==> src/rtl/store_buffer_pkg.sv <==
// Shared constants, entry layout and flush states
// for the data-side store buffer.
package store_buffer_pkg;

  localparam int DEPTH  = 4;
  localparam int DATA_W = 16;
  localparam int ADDR_W = 16;
  localparam int MEM_AW = 3;
  localparam int PTR_W  = $clog2(DEPTH);
  localparam int CNT_W  = $clog2(DEPTH) + 1;

  typedef struct packed {
    logic [ADDR_W-1:0] addr;
    logic [DATA_W-1:0] data;
  } sb_entry_t;

  typedef enum logic [1:0] {
    IDLE  = 2'd0,
    FLUSH = 2'd1,
    DONE  = 2'd2
  } sb_state_e;

endpackage

==> src/rtl/sb_fwd_match.sv <==
// Youngest-match store-to-load forwarding lookup
// over the circular store buffer.
module sb_fwd_match
  import store_buffer_pkg::*;
(
  input  sb_entry_t         entries_i [DEPTH],
  input  logic [DEPTH-1:0]  valid_i,
  input  logic [PTR_W-1:0]  head_i,
  input  logic [ADDR_W-1:0] addr_i,
  output logic              hit_o,
  output logic [DATA_W-1:0] data_o
);

  logic [PTR_W-1:0] idx;

  // Walk oldest to youngest so the last match wins.
  always_comb begin
    hit_o  = 1'b0;
    data_o = '0;
    idx    = '0;
    for (int k = 0; k < DEPTH; k++) begin
      idx = head_i + PTR_W'(k);
      if (valid_i[idx] &&
          entries_i[idx].addr[MEM_AW-1:0] ==
          addr_i[MEM_AW-1:0]) begin
        hit_o  = 1'b1;
        data_o = entries_i[idx].data;
      end
    end
  end

endmodule

==> src/rtl/store_buffer.sv <==
// Store buffer between the memory-access stage and
// data memory: queues stores, forwards loads, drains.
module store_buffer
  import store_buffer_pkg::*;
(
  input  logic              clk,
  input  logic              rst,
  input  logic              req_valid,
  input  logic              req_write,
  input  logic [ADDR_W-1:0] req_addr,
  input  logic [DATA_W-1:0] req_wdata,
  output logic              req_ready,
  output logic              rsp_valid,
  output logic [DATA_W-1:0] rsp_rdata,
  input  logic              flush_req,
  output logic              flush_done,
  output logic [CNT_W-1:0]  sb_count,
  output logic [ADDR_W-1:0] mem_access_addr,
  output logic [DATA_W-1:0] mem_write_data,
  output logic              mem_write_en,
  output logic              mem_read,
  input  logic [DATA_W-1:0] mem_read_data
);

  sb_state_e         state_q, state_d;
  logic [PTR_W-1:0]  head_q, head_d;
  logic [PTR_W-1:0]  tail_q, tail_d;
  logic [CNT_W-1:0]  count_q, count_d;
  sb_entry_t         entries_q [DEPTH];
  sb_entry_t         entries_d [DEPTH];
  logic              rsp_valid_q, rsp_valid_d;
  logic [DATA_W-1:0] rsp_rdata_q, rsp_rdata_d;

  logic              accept;
  logic              st_acc;
  logic              ld_acc;
  logic              drain;
  logic              full;
  logic [DEPTH-1:0]  valid;
  logic [PTR_W-1:0]  off;
  logic              fwd_hit;
  logic [DATA_W-1:0] fwd_data;

  sb_fwd_match u_fwd (
    .entries_i (entries_q),
    .valid_i   (valid),
    .head_i    (head_q),
    .addr_i    (req_addr),
    .hit_o     (fwd_hit),
    .data_o    (fwd_data)
  );

  assign full      = (count_q == CNT_W'(DEPTH));
  assign req_ready = !rst && (state_q == IDLE) && !full;
  assign accept    = req_valid && req_ready;
  assign st_acc    = accept && req_write;
  assign ld_acc    = accept && !req_write;
  // An accepted request owns the memory port.
  assign drain     = !rst && (count_q != '0) && !accept;

  always_comb begin
    valid = '0;
    off   = '0;
    for (int i = 0; i < DEPTH; i++) begin
      off      = PTR_W'(i) - head_q;
      valid[i] = CNT_W'(off) < count_q;
    end
  end

  always_comb begin
    entries_d = entries_q;
    head_d    = head_q;
    tail_d    = tail_q;
    count_d   = count_q;
    if (st_acc) begin
      entries_d[tail_q] = '{addr: req_addr, data: req_wdata};
      tail_d  = tail_q + PTR_W'(1);
      count_d = count_q + CNT_W'(1);
    end else if (drain) begin
      head_d  = head_q + PTR_W'(1);
      count_d = count_q - CNT_W'(1);
    end
  end

  always_comb begin
    state_d = state_q;
    unique case (state_q)
      IDLE:    if (flush_req) state_d = FLUSH;
      FLUSH:   if (count_d == '0) state_d = DONE;
      DONE:    state_d = IDLE;
      default: state_d = IDLE;
    endcase
  end

  always_comb begin
    rsp_valid_d = ld_acc;
    rsp_rdata_d = rsp_rdata_q;
    if (ld_acc) begin
      rsp_rdata_d = fwd_hit ? fwd_data : mem_read_data;
    end
  end

  always_comb begin
    mem_access_addr = '0;
    mem_write_data  = '0;
    mem_write_en    = 1'b0;
    mem_read        = 1'b0;
    if (ld_acc && !fwd_hit) begin
      mem_access_addr = req_addr;
      mem_read        = 1'b1;
    end else if (drain) begin
      mem_access_addr = entries_q[head_q].addr;
      mem_write_data  = entries_q[head_q].data;
      mem_write_en    = 1'b1;
    end
  end

  always_ff @(posedge clk or posedge rst) begin
    if (rst) begin
      state_q     <= IDLE;
      head_q      <= '0;
      tail_q      <= '0;
      count_q     <= '0;
      rsp_valid_q <= 1'b0;
      rsp_rdata_q <= '0;
      for (int i = 0; i < DEPTH; i++) begin
        entries_q[i] <= '0;
      end
    end else begin
      state_q     <= state_d;
      head_q      <= head_d;
      tail_q      <= tail_d;
      count_q     <= count_d;
      rsp_valid_q <= rsp_valid_d;
      rsp_rdata_q <= rsp_rdata_d;
      for (int i = 0; i < DEPTH; i++) begin
        entries_q[i] <= entries_d[i];
      end
    end
  end

  assign rsp_valid  = rsp_valid_q;
  assign rsp_rdata  = rsp_rdata_q;
  assign sb_count   = count_q;
  assign flush_done = (state_q == DONE);

endmodule

==> config.mk <==
export PLATFORM = sky130hd
export DESIGN_NAME = store_buffer
export DESIGN_NICKNAME = d
export VERILOG_FILES = /design/src/rtl/store_buffer_pkg.sv /design/src/rtl/sb_fwd_match.sv /design/src/rtl/store_buffer.sv
export SDC_FILE = /design/constraint.sdc
export NUM_CORES = 1
export LEC_CHECK = 0
export ABC_CLOCK_PERIOD_IN_PS = 4530
export BUFFER_PORTS_ARGS = -buffer_cell sky130_fd_sc_hd__buf_2
export CAP_MARGIN = 10
export CORE_ASPECT_RATIO = 0.8
export CORE_UTILIZATION = 40
export CTS_CLUSTER_DIAMETER = 150
export DETAILED_ROUTE_END_ITERATION = 6
export GPL_TIMING_DRIVEN = 0
export HOLD_SLACK_MARGIN = 0.03
export PLACE_DENSITY = 0.62
export SLEW_MARGIN = 15
export SYNTH_ARGS = -nofsm -noshare
export SYNTH_HDL_FRONTEND = slang
export SYNTH_HIERARCHICAL = 1
export SYNTH_SLANG_ARGS = --single-unit
==> constraint.sdc <==
create_clock -name clk -period 4.53 [get_ports clk]
set_input_delay 0.2265 -clock clk [delete_from_list [all_inputs] [get_ports clk]]
set_output_delay 0.2265 -clock clk [all_outputs]
set_load 0.005 [all_outputs]
# After elaboration in Yosys (flattened, before gate mapping)
# Cells that the tools add are included.
# totals
ff_bits,154
inputBits,53
out_inout_bits,56
elab_cells,120
# op_classes
add_sub_neg,10
order_cmp,14
eq_ne,9
n_mux,44
n_bitwise,6
n_reduce_logical,23
# op_table
operator,n
32-bit binary-select mux with 2-bit select,4
16-bit 2-to-1 mux,9
128-bit bitwise mux,1
19-bit 2-to-1 mux,6
32-bit 2-to-1 mux,3
32-bit demux with 2-bit select,1
"3-bit greater-or-equal comparator, second input constant",5
2-bit inverter with 3-bit output,5
1-bit logical AND,13
3-bit equality test,4
2-bit by 3-bit less-than comparator with 1-bit output,4
"2-bit by 3-bit less-than comparator with 1-bit output, second input constant",4
1-bit 2-to-1 mux,11
1-bit binary-select mux with 2-bit select,4
3-bit 2-to-1 mux,2
1-bit logical NOT,5
"2-bit by 1-bit adder with 2-bit output, second input constant",2
"2-bit adder, second input constant",2
2-bit 2-to-1 mux,2
"2-bit inequality test, second input constant",2
2-bit case mux with 2 select lines,1
2-bit AND reduction,2
"1-bit by 2-bit subtractor with 2-bit output, first input constant",2
"2-bit subtractor, first input constant",2
10 further kinds,10

# Depth between registers and ports, before layout
# Gate-level depths: netlist (run 1).
# logic_depth
word_depth,13
mapped_depth,20
depth_no_buf,13

# Cells and area by module
# Netlist (run 1), hierarchy kept.
# by_module_without_submodules
mod,instances,cells_each,area_each_um2,seq_area_each_um2
store_buffer,1,490,7586.0,3853.7
sb_fwd_match,1,328,2353.5,0.0

# Worst setup path after synthesis (run 1)
# OpenSTA, ideal clock, no wires.
# synth_timing
kind,reg-to-reg
from,register head_q[1]
to,"register rsp_rdata_q[0], in the netlist rsp_rdata[0]"
setup_ns,0.136
arrival_time_ns,4.041
required_time_ns,4.394
setup_slack_ns,0.354
path_stages_with_launch,21
path_buffers,7
period_less_slack_ns,4.176
path_cell_list,dfrtp_1 buf_2 buf_2 buf_2 xnor2_1 inv_1 ha_1 a21oi_1 or2_2 inv_1 o32ai_1 a2bb2oi_1 and3b_1 buf_2 buf_2 nor2_1 nand2_1 clkbuf_1 clkbuf_1 mux2i_1 o21ai_0
# synth_between
word_cells_on_any_way,52
cone_classes,add/sub (7); order compare (4); eq/ne (4); mux (29); bitwise (4); reduce/logical (4)
# synth_rtl
item,line_no,text
start: declaration,store_buffer.sv:26,"logic [PTR_W-1:0] head_q, head_d;"
start signal: assignment,store_buffer.sv:121,head_q <= '0;
start signal: assignment,store_buffer.sv:131,head_q <= head_d;
1-bit by 2-bit subtractor with 2-bit output *,store_buffer.sv:65,off = PTR_W'(i) - head_q;
2-bit by 3-bit less-than comparator with 1-bit output *,store_buffer.sv:66,valid[i] = CNT_W'(off) < count_q;
via valid[0],store_buffer.sv:39,logic [DEPTH-1:0] valid;
1-bit binary-select mux with 2-bit select,sb_fwd_match.sv:23,if (valid_i[idx] &&
1-bit 2-to-1 mux (not written as such),sb_fwd_match.sv:23,
1-bit logical AND,sb_fwd_match.sv:23,
1-bit 2-to-1 mux (3 in series),sb_fwd_match.sv:23,
1-bit 2-to-1 mux *,sb_fwd_match.sv:23,
via fwd_hit,store_buffer.sv:41,logic fwd_hit;
16-bit 2-to-1 mux *,store_buffer.sv:99,rsp_rdata_d = fwd_hit ? fwd_data : mem_read_data;
end signal: assignment,store_buffer.sv:135,rsp_rdata_q <= rsp_rdata_d;
end: declaration,store_buffer.sv:32,"logic [DATA_W-1:0] rsp_rdata_q, rsp_rdata_d;"
# The timed path passes the listed nets; every way through them passes the cells marked *. The select of a mux whose other input is x is not followed.
# A chain may end at the register's enable or synchronous reset.

# Worst setup path in the final report (run 1)
# layout_timing
from,register head_q[1]
to,output port mem_access_addr[14]
# layout_between
word_cells_on_any_way,51
cone_classes,add/sub (7); order compare (4); eq/ne (4); mux (26); bitwise (4); reduce/logical (6)
# layout_rtl
item,line_no,text
2-bit subtractor *,store_buffer.sv:65,
2-bit by 3-bit less-than comparator with 1-bit output *,store_buffer.sv:66,
via valid[3],store_buffer.sv:39,
1-bit binary-select mux with 2-bit select,sb_fwd_match.sv:23,
1-bit 2-to-1 mux (not written as such),sb_fwd_match.sv:23,
1-bit logical AND,sb_fwd_match.sv:23,
1-bit 2-to-1 mux (3 in series),sb_fwd_match.sv:23,
1-bit 2-to-1 mux *,sb_fwd_match.sv:23,
via fwd_hit,store_buffer.sv:41,
1-bit logical NOT *,store_buffer.sv:108,if (ld_acc && !fwd_hit) begin
1-bit logical AND *,store_buffer.sv:108,
16-bit 2-to-1 mux *,store_buffer.sv:108,
end: declaration,store_buffer.sv:18,"output logic [ADDR_W-1:0] mem_access_addr,"
# Marks and branches as above.

==> results.md, run 1 <==
* Final setup fails at 0
* Setup TNS at 0 ns
* Min Tclk post-route at 4.28 ns
* Worst-Skew Late Latency at 0.44 ns
* Hold crit path type: primary input to register
* Synth Warn # at 6
* Post-Synthesis Cells at 818
* Total GRT Usage at 0.214
* Setup WS post-layout at 0.245 ns
* Post-synthesis sequential area ratio at 0.388
* Critical path cell sequence: buf_4 -> buf_12 -> inv_1 -> ha_1 -> a21oi_1 -> or2_2 -> nor2b_1 -> a22oi_1 -> o41ai_4 -> buf_4 -> nor2_1 -> nand2_4 -> nor2_4 -> buf_4 -> a22o_1 -> buf_2
* Post-synth design cell area at ~9900 µm²
* Core Rows at 51
* Most used cell, CP: buf_4
* Yosys cell types at 50
* Synth Area per Inst at 12.2 µm²
* Full die area at 25500 µm²
* Crit-path leading delay family: buffers and inverters
* Share of cells above drive strength 1 at 0.419
* Clock power share at 0.176
* Via/cell ratio at roughly 5.5
* Max-slew violation count at 0
* Cells after DPL at 1245
* Post-DRT Antenna Nets at 0
* Final period util at 0.946
* Area Overhead vs Synth at 16.5%
* Relative slew margins at 0.416
* Core area at 24400 µm²
* Clock tree from TritonCTS: built
* Net Sw Power at 3400 µW
* Asr flop ratio synth at 1.00
* Reg clk slew, reported paths at 0.07 ns
* Clk buf depth at 2
* Final hold slack at 0.0653 ns
* Worst Tran Pin Value at 0.875 ns
* Gr ovfl total at 0
* Initial antenna violation count at 1
* Critical path startpoint category: register
* CP endpoint kind: primary output
* Pwr Total at around 8300 µW
* Max Clk Rate at 233 MHz
* Crit path largest cell delay at 0.63 ns
* Fillers at 2269
* Drt first pass iters at 7
* Post-place setup slack at -0.731 ns
* Setup Skew at about 0.013 ns
* Slowest cell on crit path: o41ai_4
* Worst vdd ir at approximately 0.42 mV
* Critical Path AT at around 4.1 ns
* Htree depth at 4
* Die height at 143 µm
* Port Buffers at 108
* EDFF count, synth at 0
* CP bufs+invs at 6
* Final hold viol count at 0
* Hold Path Depth at 2
* Status: finished clean
* Die Wd at 178 µm
* DRT Wirelength at between 20 and 30 mm
* Worst path depth at 16
* Syn Nets at just under 900
* Logic pwr share at 0.542
* Sequential share of power at 0.282
* Critical path class: register to primary output
* Vias in the first global route at between 7000 and 8000
* Largest net degree at the start of global routing at 105
* Initial Util at 0.408
* MaxCap Viol Count at 0
* First-pass GRT wire length at 41.2 mm
* N_diodes at 0
* CTS Root Buffer Type: clkbuf_16
* DRC violation count after routing at 0
* Vias after detailed routing at 7068
* Top-level I/O count at ~110
* Final cell count without fillers at 1275
* FF+latch count, synth at roughly 150
* WL/cell at 20.5 µm
* CTS Sinks at about 150
* Final net count at 1008
* Placer Congestion at 0.904
* Worst Path Max Fanout at 19
* Required @ worst endpoint at 4.30 ns
* Power per Cell Area at between 700 and 800 nW/µm²
* TritonCTS buffer count at 17
* Switching share of total power at 0.408
* Dpl hpwl at 18.5 mm
* Pint at 4940 µW
* Ys flop type: dfrtp_1
* Initial DRC count at 600
* Pleak at 0.00568 µW
* RSZ-0062 raised after global routing: no
* R2R depth at 15
-- state kept, by name, indices dropped and copies added (netlist names) --
name       flops
entries_q    128
rsp_rdata     16
sb_count       3
head_q         2
state_q        2
tail_q         2
rsp_valid      1
-- cell type report --
class | instances | area (µm²) | area share
buffer | 63 | 424 | 0.0366
clock buffer | 17 | 425 | 0.0367
clock inverter | 15 | 173 | 0.0149
inverter | 13 | 56.3 | 0.00486
multi-input combinational | 584 | 5670 | 0.489
sequential | 154 | 3850 | 0.333
tap | 318 | 398 | 0.0344
timing repair buffer | 111 | 586 | 0.0506
-- logic make-up (layout without fill, tap and decap cells) --
| family | after synthesis | in the layout | share of synthesized area |
|---|---|---|---|
| AO/OA/AOI/OAI | 149 | 149 | 0.113 |
| XOR/XNOR | 20 | 20 | 0.0176 |
| adder cells (fa/ha/maj) | 11 | 11 | 0.0138 |
| buffers and inverters | 80 | 219 | 0.0456 |
| flip-flops | 154 | 154 | 0.388 |
| multiplexers | 253 | 253 | 0.350 |
| AND/OR/NAND/NOR | 151 | 151 | 0.0723 |
-- power groups by stage --
| stage | Combinational (µW) | Sequential (µW) | Clock, µW |
|---|---|---|---|
| final | 4520 | 2350 | 1470 |
| after global routing | 4900 | 2430 | 1540 |
| after CTS | 4460 | 2340 | 1490 |
| after detailed placement | 4400 | 2360 | 0 |
| after global placement | 4350 | 2340 | 0 |
| after floorplan | 3370 | 2230 | 0 |
-- worst paths after layout --
check,slack (ns),end,startpoint
setup reg to reg,0.53,rsp_rdata[5],head_q[1]
min in group asynchronous,0.39,entries_q[25],rst
setup / recovery,0.25,mem_access_addr[14],head_q[1]
hold reg to reg,0.47,rsp_rdata[6],rsp_rdata[6]
max in group asynchronous,3.24,entries_q[77],rst
hold / removal,0.07,entries_q[5],req_wdata[5]
-- layout by cell type, fill, tap and decap left out, drive strengths merged, types with 3 or more instances in the layout --
cell	instances
nor2	37
a22o	16
a21oi	7
xnor2	16
mux4	32
ha	11
a211oi	49
or2	3
mux2	161
o21ai	50
mux2i	60
inv	24
a221oi	16
xor2	4
buf	147
nand2	74
and2	18
nor2b	4
clkbuf	43
dfrtp	154
-- worst register-to-register path, delay by kind of cell, from the launching register on --
kind	cells	cell delay [ns]
AND/OR/NAND/NOR	4	0.56
AO/OA/AOI/OAI	4	0.98
adder cells (fa/ha/maj)	1	0.29
flip-flops	1	0.39
buffers and inverters	5	1.39
multiplexers	1	0.27
-- layer usage --
layer,vias up,wire [µm],part of all wire,global-route usage
met5,-,8,0.00031,0
met4,2,435,0.017,0.0611
met3,25,1020,0.039,0.0330
met2,170,11300,0.43,0.304
met1,3591,13400,0.51,0.331
li1,3280,-,-,-
-- synth_stat cells (all sizes together), types with 2 or more instances --
cell    count  area (µm²)
mux2      161        2150
dfrtp     154        3850
nand2      74         300
mux2i      60         601
o21ai      50         250
a211oi     49         368
buf        40         303
nor2       37         141
mux4       32         721
clkbuf     27         101
and2       18         113
a221oi     16         203
a22o       16         140
xnor2      16         140
inv        13        48.8
ha         11         138
a21oi       7        35.0
nor2b       4        25.0
xor2        4        35.0
or2         3        18.8
a22oi       2        15.0
nand3b      2        27.5
nor3        2        15.0
nor4        2        12.5
nor4b       2        17.5
o32ai       2        17.5
-- what timing repair did --
| action | in CTS | in global routing |
|---|---|---|
| gates resized for setup | 12 | 7 |
| setup endpoints to repair | 33 | 17 |
| hold endpoints to repair | 50 | 0 |
| gates cloned | 0 | 0 |
| hold buffers | 1 | 0 |
| pin swaps | 1 | 1 |
| setup buffers | 1 | 0 |
-- through the flow --
step           area [µm²]  utilization
3_3_place_gp        10900        0.446
2_1_floorplan        9940            -
6_report            11600        0.475
4_1_cts             11600        0.474
5_1_grt             11600        0.475
3_5_place_dp        10900        0.448
Note: power is estimated with default switching activity, not from simulation.
==> inputs of run 2 (changes only) <==
--- a/config.mk
+++ b/config.mk
@@ -12,11 +12,9 @@
 export CORE_UTILIZATION = 40
 export CTS_CLUSTER_DIAMETER = 150
 export DETAILED_ROUTE_END_ITERATION = 6
-export GPL_TIMING_DRIVEN = 0
 export HOLD_SLACK_MARGIN = 0.03
-export PLACE_DENSITY = 0.62
+export PLACE_DENSITY = 0.63
 export SLEW_MARGIN = 15
 export SYNTH_ARGS = -nofsm -noshare
 export SYNTH_HDL_FRONTEND = slang
-export SYNTH_HIERARCHICAL = 1
 export SYNTH_SLANG_ARGS = --single-unit
==> run 2 against run 1 <==
Against the previous run: wire length decreased by 15%; clock-buffer cell count unchanged; non-clock buffer count decreased by 41.
==> results.md, run 2 <==
* Synth Area in XOR/XNOR at 0.0145 (-0.00313)
* Worst vdd ir at 0.292 mV (-30%)
* Worst Path Max Fanout at 45 (+26)
* Clock tree from TritonCTS: built
* Power per Cell Area at 716 nW/µm² (-0.49%)
* Port Buffers at 108 (unchanged)
* Ys flop type: dfrtp_1
* Critical Path AT at 3.52 ns (-0.54 ns)
* Vias after detailed routing at 6529 (-7.6%)
* TritonCTS buffer count at 17 (unchanged)
* Post-DRT Antenna Nets at 0 (unchanged)
* Status: finished clean
* Crit-path leading delay family: buffers and inverters
* Post-place setup slack at 1.16 ns (+1.89 ns)
* CTS Root Buffer Type: clkbuf_16
* Area of the multi-input gates at 4890 µm² (-14%)
* Crit path from: head_q[0]
* Gr ovfl total at 0 (unchanged)
* Final setup fails at 0 (unchanged)
* DRT Wirelength at 22.1 mm (-15%)
* Most common cell in the netlist: mux2_2
* Most common cell after layout, fill and taps aside: mux2_2
* Initial antenna violation count at 2 (+1)
* Critical path cell sequence: buf_4 -> mux4_2 -> xnor2_1 -> o2111ai_2 -> nand4_2 -> nor2_2 -> buf_4 -> a22o_1 -> buf_2
* Finished Cell Area at 10500 µm² (-9.1%)
* Yosys cell types at 44 (-12%)
* Share of cells above drive strength 1 at 0.417 (-0.00226)
* Clk buf depth at 2 (unchanged)
* Drt first pass iters at 5 (-2)
* Final period util at 0.827 (-0.119)
* Critical R2R Capture: rsp_rdata[11]
* Synth Area in Compound Gates at 0.137 (+0.0242)
* Core area at 21900 µm² (-10%)
* Crit path largest cell delay at 0.67 ns (+0.04 ns)
* Initial Util at 0.414 (+0.00577)
* Core Rows at 48 (-5.9%)
* Hold crit path type: primary input to register
* Syn Nets at 860 (-2.5%)
* R2R setup slack at 1.18 ns (+0.65 ns)
* Top-level I/O count at 109 (unchanged)
* Synth Area per Inst at 11.4 µm² (-6.3%)
* Pleak at 0.00496 µW (-13%)
* Critical path startpoint category: register
* Via/cell ratio at 5.46 (-1.4%)
* Cell Area, Placed at 9890 µm² (-9.4%)
* Critical Path Sink: mem_access_addr[2]
* Critical path class: register to primary output
* Most frequent cells in the layout: 163 x mux2_2, 152 x dfrtp_1, 108 x buf_2
* MaxCap Viol Count at 0 (unchanged)
* Area fraction of the dominant cell type after synthesis at 0.425 (+0.0374)
* Sequential Area at 3860 µm² (+0.19%)
* Worst Tran Pin Value at 0.758 ns (-0.118 ns)
* Max Clk Rate at 267 MHz (+14%)
* Cells after DPL at 1162 (-6.7%)
* Post-synthesis simple-gate area fraction at 0.0649 (-0.00738)
* Synth Warn # at 0 (-6)
* Post-synthesis sequential area ratio at 0.425 (+0.0374)
* Multiplexer area fraction after synthesis at 0.305 (-0.0448)
* Largest register FFs at 128 (unchanged)
* Min Tclk post-route at 3.75 ns (-0.538 ns)
* RSZ-0062 raised after global routing: no
* Placer Congestion at 0.804 (-11%)
* N_diodes at 0 (unchanged)
* EDFF count, synth at 0 (unchanged)
* Setup TNS at 0 ns (unchanged)
* Top cells by instance count after synthesis: 163 x mux2_2, 154 x dfrtp_1, 57 x nor2_1
* Area Overhead vs Synth at 16.1%
* Worst-Skew Late Latency at 0.44 ns (about the same)
* Postcts setup bufs at 0 (-1)
* Final cell count without fillers at 1195 (-6.3%)
* CTS Sinks at 154 (unchanged)
* Fillers at 2054 (-9.5%)
* Synth area leader: dfrtp_1
* CP endpoint kind: primary output
* Final core occ at 0.480 (+0.00504)
* R2R depth at 8 (-7)
* First-pass GRT wire length at 35.3 mm (-14%)
* Relative slew margins at 0.495 (+0.0785)
* Synthesized-area fraction occupied by adder cells at 0.0152 (+0.00134)
* Max-slew violation count at 0 (unchanged)
* Largest family of logic cells by synthesized area: multiplexers
* Setup WS post-layout at 0.783 ns (+0.538 ns)
* Reg clk slew, reported paths at 0.08 ns (about the same)
* Worst r2r src: head_q[0]
* Largest net degree at the start of global routing at 88 (-16%)
* DRC violation count after routing at 0 (unchanged)
* Initial DRC count at 428 (-29%)
* Full die area at 23300 µm² (-8.7%)
* Worst path depth at 9 (-7)
* Top post-synthesis cells by area: dfrtp_1 43%, mux2_2 20%, mux4_2 5.7%, mux2i_1 4.5%, a21oi_1 2.7%
* Most used cell, CP: buf_4
* Post-synth design cell area at 9060 µm² (-8.8%)
* Final hold viol count at 0 (unchanged)
* Top reg by flops: entries_q
* FF+latch count, synth at 154 (unchanged)
* Post-Synthesis Cells at 796 (-2.7%)
* Die Wd at 170 µm (-4.4%)
* CP bufs+invs at 3 (-3)
* Required @ worst endpoint at 4.30 ns (about the same)
* Vias in the first global route at 6401 (-9.0%)
* Slowest cell on crit path: dfrtp_4
* Setup Skew at 0.0181 ns (+0.00539 ns)
* Total GRT Usage at 0.199 (-0.0149)
* Dpl hpwl at 14.7 mm (-21%)
* Htree depth at 4 (unchanged)
* Die height at 137 µm (-4.4%)
* Final net count at 946 (-6.2%)
* Asr flop ratio synth at 1.00 (unchanged)
* WL/cell at 18.5 µm (-9.7%)
run 2: changes by cell type after synthesis, sizes merged, moves of 9 or more:
cell and change:
a2bb2oi +15, mux4 -9, o211ai +16, nor2 +21
nand2 -29, a211oi -47, a21oi +41, mux2i -19
run 2: area by class of cell:
type,count,area share
clock inverters,15,0.0194
clock buffers,17,0.0404
inverters,10,0.00404
flip-flops and latches,154,0.367
multi-input cells,566,0.464
repair buffers,133,0.0694
well taps,300,0.0357
run 2: per-layer routing:
metal / share of wire / global-route usage / vias up
met5: 0.00050 / 0 / -
met4: 0.010 / 0.0501 / 2
met3: 0.042 / 0.0405 / 23
met2: 0.45 / 0.317 / 133
met1: 0.49 / 0.277 / 3257
li1: - / - / 3114
run 2: worst min path at each step:
stage	end	depth (start not counted)	startpoint	slack, ns
global route	entries_q[35]	2	req_wdata[3]	0.06
floorplan	entries_q[111]	1	req_wdata[15]	0.38
detailed placement	entries_q[76]	2	rst	0.45
global placement	entries_q[15]	2	rst	0.46
CTS	entries_q[67]	2	req_wdata[3]	0.04
finish	entries_q[67]	2	req_wdata[3]	0.05
run 2: cell families (layout without fill, tap and decap cells):
family / after synthesis / in the layout
multiplexers: 227 / 227
buffers and inverters: 76 / 175
AO/OA/AOI/OAI: 180 / 180
AND/OR/NAND/NOR: 133 / 133
flip-flops: 154 / 154
XOR/XNOR: 15 / 15
adder cells (fa/ha/maj): 11 / 11
run 2: timing repair:
item,4_1_cts,5_1_grt
resized for setup,0,0
hold buffers,1,0
endpoints found under the setup margin,0,0
hold endpoints to repair,72,0
run 2: power breakdown:
| part | leakage [µW] | switching [µW] | total, µW | internal, µW |
|---|---|---|---|---|
| sequential | 0.00202 | 445 | 2360 | 1910 |
| combinational | 0.00264 | 1880 | 3720 | 1840 |
| clock | 0.000301 | 713 | 1470 | 754 |
| total | 0.00496 | 3040 | 7540 | 4500 |
run 2: stage by stage:
stage | hold slack [ns] | total power (µW)
final | 0.0537 | 7540
after global routing | 0.0585 | 8110
after CTS | 0.0430 | 7590
after detailed placement | 0.451 | 6090
after global placement | 0.456 | 6020
after floorplan | 0.377 | 5210
==> inputs of run 3 (changes only) <==
--- a/config.mk
+++ b/config.mk
@@ -5,7 +5,7 @@
 export SDC_FILE = /design/constraint.sdc
 export NUM_CORES = 1
 export LEC_CHECK = 0
-export ABC_CLOCK_PERIOD_IN_PS = 4530
+export ABC_CLOCK_PERIOD_IN_PS = 3700
 export BUFFER_PORTS_ARGS = -buffer_cell sky130_fd_sc_hd__buf_2
 export CAP_MARGIN = 10
 export CORE_ASPECT_RATIO = 0.8
@@ -13,7 +13,7 @@
 export CTS_CLUSTER_DIAMETER = 150
 export DETAILED_ROUTE_END_ITERATION = 6
 export HOLD_SLACK_MARGIN = 0.03
-export PLACE_DENSITY = 0.63
+export PLACE_DENSITY = 0.6
 export SLEW_MARGIN = 15
 export SYNTH_ARGS = -nofsm -noshare
 export SYNTH_HDL_FRONTEND = slang
==> constraint.sdc (replaced) <==
create_clock -name clk -period 3.7 [get_ports clk]
set_input_delay 0.185 -clock clk [delete_from_list [all_inputs] [get_ports clk]]
set_output_delay 0.185 -clock clk [all_outputs]
set_load 0.005 [all_outputs]
==> run 3 against run 2 <==
Against the previous run: via count up 0.28%; critical path type unchanged; sequential cell count stayed put; cell area is 2.0% higher; hold slack worse by 0.052 ns; highest routed layer is now met4; largest cell class unchanged; register-to-register slack got worse by 0.83 ns; power grew 23%; global-route usage decreased by 0.074 points.
==> results.md, run 3 (same netlist as run 2, synthesis figures left out) <==
* Status: finished clean
* Max-slew violation count at 0 (unchanged)
* Min Tclk post-route at around 3.4 ns
* CTS Sinks at 154 (unchanged)
* Crit path largest cell delay at 0.57 ns (-0.10 ns)
* Largest net degree at the start of global routing at 155 (+76%)
* Final hold viol count at 0 (unchanged)
* Top reg by flops: entries_q
* Slowest cell on crit path: mux4_2
* Gr ovfl total at 0 (unchanged)
* Relative slew margins at 0.266 (-0.229)
* Total GRT Usage at 0.198 (-0.000741)
* Top-level I/O count at 109 (unchanged)
* Setup Skew at 0.0163 ns (-0.00178 ns)
* Core area at 21900 µm² (unchanged)
* CP endpoint kind: primary output
* Setup TNS at 0 ns (unchanged)
* Initial DRC count at 393 (-8.2%)
* CTS Root Buffer Type: clkbuf_16
* Final net count at 961 (+1.6%)
* Pleak at 0.00504 µW (+1.7%)
* Post-DRT Antenna Nets at 0 (unchanged)
* N_diodes at 0 (unchanged)
* Critical path class: register to primary output
* Final period util at 0.923
* Die height at 137 µm (unchanged)
* Critical Path AT at 3.23 ns (-0.29 ns)
* Clk buf depth at 2 (unchanged)
* DRT Wirelength at 21.8 mm (-1.4%)
* Drt first pass iters at 7 (+2)
* Worst Tran Pin Value at 1.10 ns (+0.343 ns)
* Most common cell after layout, fill and taps aside: mux2_2
* Required @ worst endpoint at 3.51 ns (-0.79 ns)
* Fillers at 2016 (-1.9%)
* Most frequent cells in the layout: 163 x mux2_2, 152 x dfrtp_1, 108 x buf_2
* Via/cell ratio at 5.41 (-0.97%)
* First-pass GRT wire length at 35.5 mm (+0.35%)
* Final setup fails at 0 (unchanged)
* Full die area at 23300 µm² (unchanged)
* Finished Cell Area at 10700 µm² (+2.0%)
* Final core occ at 0.490 (+0.00970)
* MaxCap Viol Count at 0 (unchanged)
* RSZ-0062 raised after global routing: no
* Reg clk slew, reported paths at 0.07 ns (about the same)
* Hold crit path type: primary input to asynchronous set/reset pin
* Vias in the first global route at 6327 (-1.2%)
* Max Clk Rate at between 200 and 300 MHz
* Clock tree from TritonCTS: built
* WL/cell at 18.0 µm (-2.6%)
* Area Overhead vs Synth at 18.5%
* Dpl hpwl at 14.2 mm (-3.6%)
* Placer Congestion at 0.855 (+6.4%)
* Share of cells above drive strength 1 at 0.408 (-0.00907)
* Core Rows at 48 (unchanged)
* Worst-Skew Late Latency at 0.43 ns (about the same)
* Critical path startpoint category: register
* DRC violation count after routing at 0 (unchanged)
* Cell Area, Placed at 9900 µm² (+0.14%)
* Die Wd at 170 µm (unchanged)
* Initial Util at 0.414 (unchanged)
* Worst Path Max Fanout at 33 (-27%)
* Htree depth at 4 (unchanged)
* TritonCTS buffer count at 17 (unchanged)
* Worst vdd ir at 0.328 mV (+13%)
* Critical path cell sequence: buf_4 -> mux4_2 -> xnor2_1 -> o21ai_1 -> or3_4 -> nand4_2 -> nor2_4 -> buf_12 -> a22o_1 -> buf_2
* Initial antenna violation count at 0 (-2)
* Vias after detailed routing at 6547 (+0.28%)
* Largest register FFs at 128 (unchanged)
* Power per Cell Area at 867 nW/µm² (+21%)
* Port Buffers at 108 (unchanged)
run 3: per-layer routing:
| metal | track usage | share of wire | vias up |
|---|---|---|---|
| met5 | 0 | 0 | - |
| met4 | 0.0450 | 0.0049 | 0 |
| met3 | 0.0344 | 0.035 | 8 |
| met2 | 0.297 | 0.44 | 113 |
| met1 | 0.297 | 0.52 | 3287 |
| li1 | - | - | 3139 |
run 3: power by group:
part / total, µW / internal [µW] / switching, µW
Sequential: 2830 / 2340 / 484
Combinational: 4650 / 2280 / 2360
Clock: 1830 / 983 / 851
Total: 9310 / 5610 / 3700
run 3: timing repair:
item,4_1_cts,5_1_grt
setup endpoints to repair,16,16
endpoints found under the hold margin,60,0
hold buffers,18,0
setup buffers,0,1
gates resized for setup,1,1
pin swaps,0,1
run 3: cell type report:
type                    count  area, µm²  share of cell area
multi-input cells         566       4900               0.456
flip-flops and latches    154       3860               0.360
inverters                  10       41.3             0.00384
clock buffers              17        425              0.0396
repair buffers            148        936              0.0871
clock inverters            15        203              0.0189
well taps                 300        375              0.0350
run 3: through the flow:
step / hold slack, ns / setup WS, ns / instances / total power [µW]
after global placement: 0.469 / 0.341 / 1159 / 7390
after CTS: 0.0301 / 0.149 / 1209 / 9360
after floorplan: 0.335 / 0.0377 / 796 / 6380
final: 0.00158 / 0.286 / 1210 / 9310
after global routing: 0.0482 / 0.0450 / 1210 / 10000
after detailed placement: 0.467 / 0.267 / 1159 / 7470
run 3: final timing paths:
kind / start / depth (start not counted) / slack, ns / end
hold / removal: rst / 3 / 0.002 / state_q[0]
min in group clk: req_wdata[11] / 2 / 0.05 / entries_q[75]
setup / recovery: head_q[1] / 10 / 0.29 / mem_access_addr[13]
max in group asynchronous: rst / 3 / 3.02 / entries_q[96]
setup reg to reg: head_q[1] / 9 / 0.35 / rsp_rdata[15]
hold reg to reg: state_q[1] / 1 / 0.48 / state_q[1]
run 3: critical path: cells and delay by family, from the launching register on:
kind	cells	cell delay (ns)
muxes	1	0.57
and+or+nand+nor	3	0.59
DFF	1	0.44
buffers and inverters	3	0.68
AOI/OAI and AO/OA	2	0.35
xor gates and xnor gates	1	0.16
